`config.mk`:
```
export PLATFORM = sky130hd
export DESIGN_NAME = prog_load_ctrl
export DESIGN_NICKNAME = d
export VERILOG_FILES = /design/src/rtl/prog_load_ctrl.sv
export SDC_FILE = /design/constraint.sdc
export NUM_CORES = 1
export LEC_CHECK = 0
export ABC_CLOCK_PERIOD_IN_PS = 2200
export CAP_MARGIN = 30
export CORE_ASPECT_RATIO = 0.7
export CORE_MARGIN = 2
export CORE_UTILIZATION = 35
export DETAILED_ROUTE_END_ITERATION = 10
export PLACE_DENSITY = 0.67
export SLEW_MARGIN = 20
export SYNTH_ARGS = -nofsm -noshare
export SYNTH_HDL_FRONTEND = slang
export SYNTH_SLANG_ARGS = --single-unit
```
`constraint.sdc`:
```
create_clock -name clk -period 2.2 [get_ports clk]
set_input_delay 0.33 -clock clk [delete_from_list [all_inputs] [get_ports clk]]
set_output_delay 0.33 -clock clk [all_outputs]
set_load 0.05 [all_outputs]
```
`src/rtl/prog_load_ctrl.sv`:
```
// prog_load_ctrl
// Program-load sequencer. While loading it owns the imem/dmem write ports and
// holds the core in reset. A UART byte stream is parsed as:
//   N_I (4 bytes LE), N_D (4 bytes LE), N_I instruction words, N_D data words
// where every word is little-endian. Instructions are packed four per 128-bit
// imem line, and data words are written one per dmem strobe.
//
// Ports:
//   clk           system clock
//   reset_x       asynchronous active-low reset
//   rx_valid      one-cycle strobe, rx_data holds a received byte
//   rx_data       received byte
//   prog_loading  loader owns memories (also core reset)
//   prog_loadaddr byte address of current write
//   prog_loaddata write data (imem: full line, dmem: [127:96])
//   prog_imem_we  one-cycle imem line write strobe
//   prog_dmem_we  one-cycle dmem word write strobe
//   done          load finished, sticky until reset
//   err           header count exceeds capacity, sticky until reset
module prog_load_ctrl #(
    parameter int ADDR_LEN   = 32,
    parameter int IMEM_LINES = 512,
    parameter int DMEM_WORDS = 2048,
    parameter int DMEM_BASE  = 0
) (
    input  logic                clk,
    input  logic                reset_x,
    input  logic                rx_valid,
    input  logic [7:0]          rx_data,
    output logic                prog_loading,
    output logic [ADDR_LEN-1:0] prog_loadaddr,
    output logic [127:0]        prog_loaddata,
    output logic                prog_imem_we,
    output logic                prog_dmem_we,
    output logic                done,
    output logic                err
);

    localparam int LINE_W = $clog2(IMEM_LINES);
    localparam int WORD_W = $clog2(DMEM_WORDS);
    localparam logic [31:0] IMEM_CAP = 32'(4 * IMEM_LINES);
    localparam logic [31:0] DMEM_CAP = 32'(DMEM_WORDS);

    typedef enum logic [2:0] {
        HDR_I, HDR_D, CHECK, INSN, FLUSH, DATA, FIN, ERR
    } state_t;

    state_t state_reg, state_next;

    logic [1:0]          byte_cnt_reg;
    logic [23:0]         asm_word;
    logic [31:0]         n_i_reg;
    logic [31:0]         n_d_reg;
    logic [127:0]        line_buf_reg;
    logic [1:0]          slot_reg;
    logic [LINE_W-1:0]   line_index_reg;
    logic [WORD_W-1:0]   word_index_reg;
    logic [ADDR_LEN-1:0] addr_reg;
    logic [127:0]        data_reg;
    logic                imem_we_reg;
    logic                dmem_we_reg;
    logic                done_reg;

    logic        accepting;
    logic        byte_ok;
    logic        word_done;
    logic [31:0] word_val;
    logic        over_cap;
    logic        more_data;

    // Bytes are taken in every phase up to and including DATA; this lets a
    // byte arriving during CHECK or FLUSH count toward the following word.
    assign accepting = (state_reg != FIN) && (state_reg != ERR);
    assign byte_ok   = rx_valid && accepting;
    assign word_done = byte_ok && (byte_cnt_reg == 2'd3);
    // The fourth byte is used straight from the input, so only three lanes
    // need storage.
    assign word_val  = {rx_data, asm_word};
    assign over_cap  = (n_i_reg > IMEM_CAP) || (n_d_reg > DMEM_CAP);
    assign more_data = (n_d_reg != 32'd0);

    // Byte lanes of the word assembler: lane gi captures byte gi of a word.
    genvar gi;
    generate
        for (gi = 0; gi < 3; gi++) begin : g_lane
            logic [7:0] lane_reg;
            always_ff @(posedge clk or negedge reset_x) begin
                if (!reset_x) begin
                    lane_reg <= 8'd0;
                end else if (byte_ok && (byte_cnt_reg == 2'(gi))) begin
                    lane_reg <= rx_data;
                end
            end
            assign asm_word[8*gi +: 8] = lane_reg;
        end
    endgenerate

    // State register
    always_ff @(posedge clk or negedge reset_x) begin
        if (!reset_x) begin
            state_reg <= HDR_I;
        end else begin
            state_reg <= state_next;
        end
    end

    // Next-state logic
    always_comb begin
        state_next = state_reg;
        case (state_reg)
            HDR_I: if (word_done) state_next = HDR_D;
            HDR_D: if (word_done) state_next = CHECK;
            CHECK: begin
                if (over_cap)                state_next = ERR;
                else if (n_i_reg != 32'd0)   state_next = INSN;
                else if (more_data)          state_next = DATA;
                else                         state_next = FIN;
            end
            INSN: begin
                if (word_done && (n_i_reg == 32'd1)) begin
                    if (slot_reg != 2'd3)    state_next = FLUSH;
                    else if (more_data)      state_next = DATA;
                    else                     state_next = FIN;
                end
            end
            FLUSH: state_next = more_data ? DATA : FIN;
            DATA:  if (word_done && (n_d_reg == 32'd1)) state_next = FIN;
            FIN:   state_next = FIN;
            ERR:   state_next = ERR;
            default: state_next = HDR_I;
        endcase
    end

    // Datapath: counters, line buffer and registered write port
    always_ff @(posedge clk or negedge reset_x) begin
        if (!reset_x) begin
            byte_cnt_reg   <= 2'd0;
            n_i_reg        <= 32'd0;
            n_d_reg        <= 32'd0;
            line_buf_reg   <= 128'd0;
            slot_reg       <= 2'd0;
            line_index_reg <= '0;
            word_index_reg <= '0;
            addr_reg       <= '0;
            data_reg       <= 128'd0;
            imem_we_reg    <= 1'b0;
            dmem_we_reg    <= 1'b0;
            done_reg       <= 1'b0;
        end else begin
            imem_we_reg <= 1'b0;
            dmem_we_reg <= 1'b0;

            if (byte_ok) begin
                byte_cnt_reg <= byte_cnt_reg + 2'd1;
            end

            case (state_reg)
                HDR_I: if (word_done) n_i_reg <= word_val;
                HDR_D: if (word_done) n_d_reg <= word_val;
                INSN: begin
                    if (word_done) begin
                        n_i_reg  <= n_i_reg - 32'd1;
                        slot_reg <= slot_reg + 2'd1;
                        if (slot_reg == 2'd3) begin
                            // Line complete: capture it together with the
                            // incoming word so the buffer can clear at once.
                            data_reg       <= {word_val, line_buf_reg[95:0]};
                            addr_reg       <= ADDR_LEN'({line_index_reg, 4'b0000});
                            imem_we_reg    <= 1'b1;
                            line_index_reg <= line_index_reg + LINE_W'(1);
                            line_buf_reg   <= 128'd0;
                        end else begin
                            line_buf_reg[{slot_reg, 5'b00000} +: 32] <= word_val;
                        end
                    end
                end
                FLUSH: begin
                    // Partial last line; unfilled slots are still zero.
                    data_reg       <= line_buf_reg;
                    addr_reg       <= ADDR_LEN'({line_index_reg, 4'b0000});
                    imem_we_reg    <= 1'b1;
                    line_index_reg <= line_index_reg + LINE_W'(1);
                    line_buf_reg   <= 128'd0;
                    slot_reg       <= 2'd0;
                end
                DATA: begin
                    if (word_done) begin
                        n_d_reg        <= n_d_reg - 32'd1;
                        data_reg       <= {word_val, 96'd0};
                        addr_reg       <= ADDR_LEN'(DMEM_BASE) +
                                          ADDR_LEN'({word_index_reg, 2'b00});
                        dmem_we_reg    <= 1'b1;
                        word_index_reg <= word_index_reg + WORD_W'(1);
                    end
                end
                default: ;
            endcase

            // FIN may be entered in the same cycle as the final strobe is
            // registered; done rises only once that strobe has been issued.
            // With nothing to load, done rises straight out of CHECK.
            if ((state_reg == FIN) ||
                ((state_reg == CHECK) && (state_next == FIN))) begin
                done_reg <= 1'b1;
            end
        end
    end

    assign prog_loading  = ~done_reg;
    assign prog_loadaddr = addr_reg;
    assign prog_loaddata = data_reg;
    assign prog_imem_we  = imem_we_reg;
    assign prog_dmem_we  = dmem_we_reg;
    assign done          = done_reg;
    assign err           = (state_reg == ERR);

endmodule
```
==> reports/qor.tcl <==
set qor(rrSetupSlack_ns) -0.16
set qor(post_synthesis_cell_area_mm2) 0.0170
set qor(timing.rr.end) {state_reg[0]}
set qor(timing.critical_path.cells) {or4_4 -> or4_4 -> nand4b_1 -> nor3_2 -> nor2b_1 -> or3b_1}
set qor(first_global_vias) 13882
set qor(p_leak_nw) 10.4
set qor(max_slew.worst_pin.slew_ns) 0.828
set qor(rr_startpoint) {n_i_reg[27]}
set qor(number_of_port_buffers) 154
set qor(finalWirelength_mm) 54.3
set qor(grt_pass1_wl_mm) 83.1
set qor(clock_tree_from_tritoncts) {built}
set qor(drive_above_1_share_pct) 18.8
set qor(top_ff_cell_synth) {sky130_fd_sc_hd__dfrtp_1}
set qor(post-synth-top-area-cell) {sky130_fd_sc_hd__dfrtp_1}
set qor(design_area_mm2) 0.0226
set qor(initial_core_util_pct) 35.5
set qor(tcrit_tclk_final_pct) 107
set qor(fp.dieArea_mm2) 0.0504
set qor(largest_net_degree_at_the_start_of_global_routing) 78
set qor(critical_path_peak_fanout) 3
set qor(pwr_density_mw_per_mm2) 1360
set qor(final-max-slew-violation-count) 0
set qor(yosysSeqAreaShare_pct) 56.7
set qor(placed_cells_incl_taps) 2641
set qor(synth.top_cells.by_area) {sky130_fd_sc_hd__dfrtp_1, sky130_fd_sc_hd__nand2_1, sky130_fd_sc_hd__nand3_1}
set qor(failed_checks) {setup timing}
set qor(cts-htree-levels) 2
set qor(worst_path_setup_slack_after_routing_ns) -0.155
set qor(dieWidth_um) 267
set qor(clock_latency_ns) 0.58
set qor(worst_path_largest_cell_delay_ns) 0.52
set qor(numCtsBuffers) 40
set qor(cp-end-kind) {register}
set qor(maxSlewHeadroom_pct) 44.8
set qor(dr_wl_met2_mm) 23.3
set qor(fp.coreArea_mm2) 0.0479
set qor(grt_antenna_before_repair) 3
set qor(grt_util_all_layers_pct) 21.4
set qor(final-hold-violation-count) 0
set qor(worst_min_path_class) {input port to asynchronous set/reset pin}
set qor(asyncSetResetFlopFracSynth_pct) 100
set qor(final_core_utilization_pct) 47.1
set qor(dp.final_hpwl_mm) 36.1
set qor(power.total_mw) 30.7
set qor(ir_worst_vdd_uv) 843
set qor(critical_path_class) {register to register}
set qor(fmax_mhz) 425
set qor(cp_data_arrival_time_ns) 2.80
set qor(max_cap_viol_count) 0
set qor(detail_routed_net_length_per_standard_cell_um) 19.8
set qor(synthMostInstantiatedCell) {sky130_fd_sc_hd__nand2_1}
set qor(critical_path_required_ns) 2.64
set qor(design.portCount) 176
set qor(detailed_place.area_mm2) 0.0205
set qor(ff2ff_path_depth) 6
set qor(die_h_um) 188
set qor(clk_root_buffer_cell) {sky130_fd_sc_hd__clkbuf_16}
set qor(warning_count_from_the_yosys_run) 0
set qor(netlist.area_leader.share_pct) 56.7
set qor(detail_route.wirelength.met1_mm) 25.0
set qor(dr.pass1.iters) 7
set qor(drtIter0Drc) 1362
set qor(synth_enable_flop_cells) 0
set qor(final-instance-count-excl-fill) 2743
set qor(ys_top_cells_by_count) {sky130_fd_sc_hd__nand2_1, sky130_fd_sc_hd__dfrtp_1, sky130_fd_sc_hd__nand3_1}
set qor(clock-sinks) 385
set qor(cp_common_cell) {sky130_fd_sc_hd__or4_4}
set qor(synthesis.instances) 1781
set qor(area.growth.synth_to_final_pct) 32.7
set qor(avgSynthCellArea_um2) 9.54
set qor(total_via_count_in_the_routed_design) 14693
set qor(globalRouteOverflowTotal) 0
set qor(finalSetupViolCount) 12
set qor(design.final.nets) 2082
set qor(whs_ns) 0.261
set qor(ys_ff_latch) 385
set qor(worst_setup_path_start_kind) {register}
set qor(run_status) {finished, violations left}
set qor(synth.lib_cells_used.distinct) 69
set qor(worst_clock_skew_ns) 0.0256
set qor(period_minus_slack_ns) 2.36
set qor(antenna_violating_nets_post_route) 0
set qor(clk_pin_slew_worst_paths_ns) 0.07
set qor(timing.critical_path.slowest_stage_cell) {sky130_fd_sc_hd__or4_4}
set qor(cts-root-to-sink-buffers) 3
set qor(detailroute.wirelength.met3_mm) 4.64
set qor(dr.max_layer_used) {met4}
set qor(gp_congestion) 0.934
set qor(grt_setup_unrepaired) {yes}
set qor(drc) 0
set qor(vias_per_cell) 5.36
set qor(num_rows) 67
==> layer usage <==
layer / up-vias / GRT usage [%]
met5: - / 0
met4: 0 / 6.48
met3: 87 / 3.95
met2: 616 / 30.3
met1: 7292 / 32.9
li1: 6698 / -
==> how the worst max path moves through the flow <==
stage	start	end	slack (ns)	cells after the start
after global placement	n_i_reg[22]	state_reg[0]	-0.26	7
after global routing	n_i_reg[26]	state_reg[0]	-0.23	6
after CTS	n_i_reg[26]	state_reg[0]	-0.14	6
after detailed placement	n_i_reg[23]	state_reg[2]	-0.21	8
final	n_i_reg[27]	state_reg[0]	-0.16	6
after floorplan	n_i_reg[6]	state_reg[2]	-0.09	7
==> cells by family after synthesis <==
family,count (synthesis),synth area share (%)
AOI/OAI and AO/OA,285,11.6
xor gates and xnor gates,20,1.03
adders and majority gates,16,1.18
buffers and inverters,160,4.12
DFF,385,56.7
muxes,35,2.25
other,1,0.0221
and+or+nand+nor,879,23.1
==> layout by cell type, fill, tap and decap left out, types with 10 or more instances in the layout <==
master,netlist,final
sky130_fd_sc_hd__nand2_1,455,451
sky130_fd_sc_hd__dfrtp_1,385,382
sky130_fd_sc_hd__buf_4,21,172
sky130_fd_sc_hd__nand3_1,158,155
sky130_fd_sc_hd__clkdlybuf4s50_1,0,151
sky130_fd_sc_hd__nor2_1,115,108
sky130_fd_sc_hd__a22o_1,64,64
sky130_fd_sc_hd__a21oi_1,54,49
sky130_fd_sc_hd__a31oi_1,44,44
sky130_fd_sc_hd__clkbuf_16,0,42
sky130_fd_sc_hd__o21ai_0,43,40
sky130_fd_sc_hd__and2_1,34,34
sky130_fd_sc_hd__mux2_2,25,25
sky130_fd_sc_hd__conb_1,1,21
sky130_fd_sc_hd__buf_12,0,21
sky130_fd_sc_hd__a32oi_1,18,18
sky130_fd_sc_hd__nand4_1,16,16
sky130_fd_sc_hd__nor3_1,21,14
sky130_fd_sc_hd__ha_1,16,14
sky130_fd_sc_hd__inv_1,14,11
sky130_fd_sc_hd__xnor2_1,11,11
sky130_fd_sc_hd__o22ai_1,11,11
sky130_fd_sc_hd__mux2i_1,10,10
sky130_fd_sc_hd__clkinv_2,0,10
==> report_power, final <==
part           internal, mW  switching [mW]
Sequential             8.83            2.50
Clock                  4.18            3.02
Combinational          4.74            7.43
Total                  17.7            13.0
==> per-stage QoR <==
stage                     setup TNS (ns)  worst slack, ns
after global placement            -12.19           -0.264
final                             -0.633           -0.155
after CTS                         -0.467           -0.140
after detailed placement          -13.76           -0.213
after global routing               -2.67           -0.235
after floorplan                    -1.97          -0.0897
==> critical path, delay by kind of cell, from the launching register on <==
family | cells | cell delay, ns
flip-flops | 1 | 0.40
AND/OR/NAND/NOR | 6 | 1.83
==> what timing repair did <==
action,CTS,global route
endpoints found under the setup margin,27,102
resized for setup,27,71
pin swaps,12,32
setup buffers,3,22
hold buffers,1,0
endpoints found under the hold margin,45,0
gates cloned,0,2
==> layout make-up <==
cell class	count	area [um^2]
diodes	2	5.00
clock buffers	48	1090
clock inverters	25	300
fillers	4361	25300
inverters	15	56.3
multi-input cells	1256	7250
flip-flops and latches	385	9640
well taps	655	820
repair buffers	357	3400
Power figures use the tool's default switching activity.
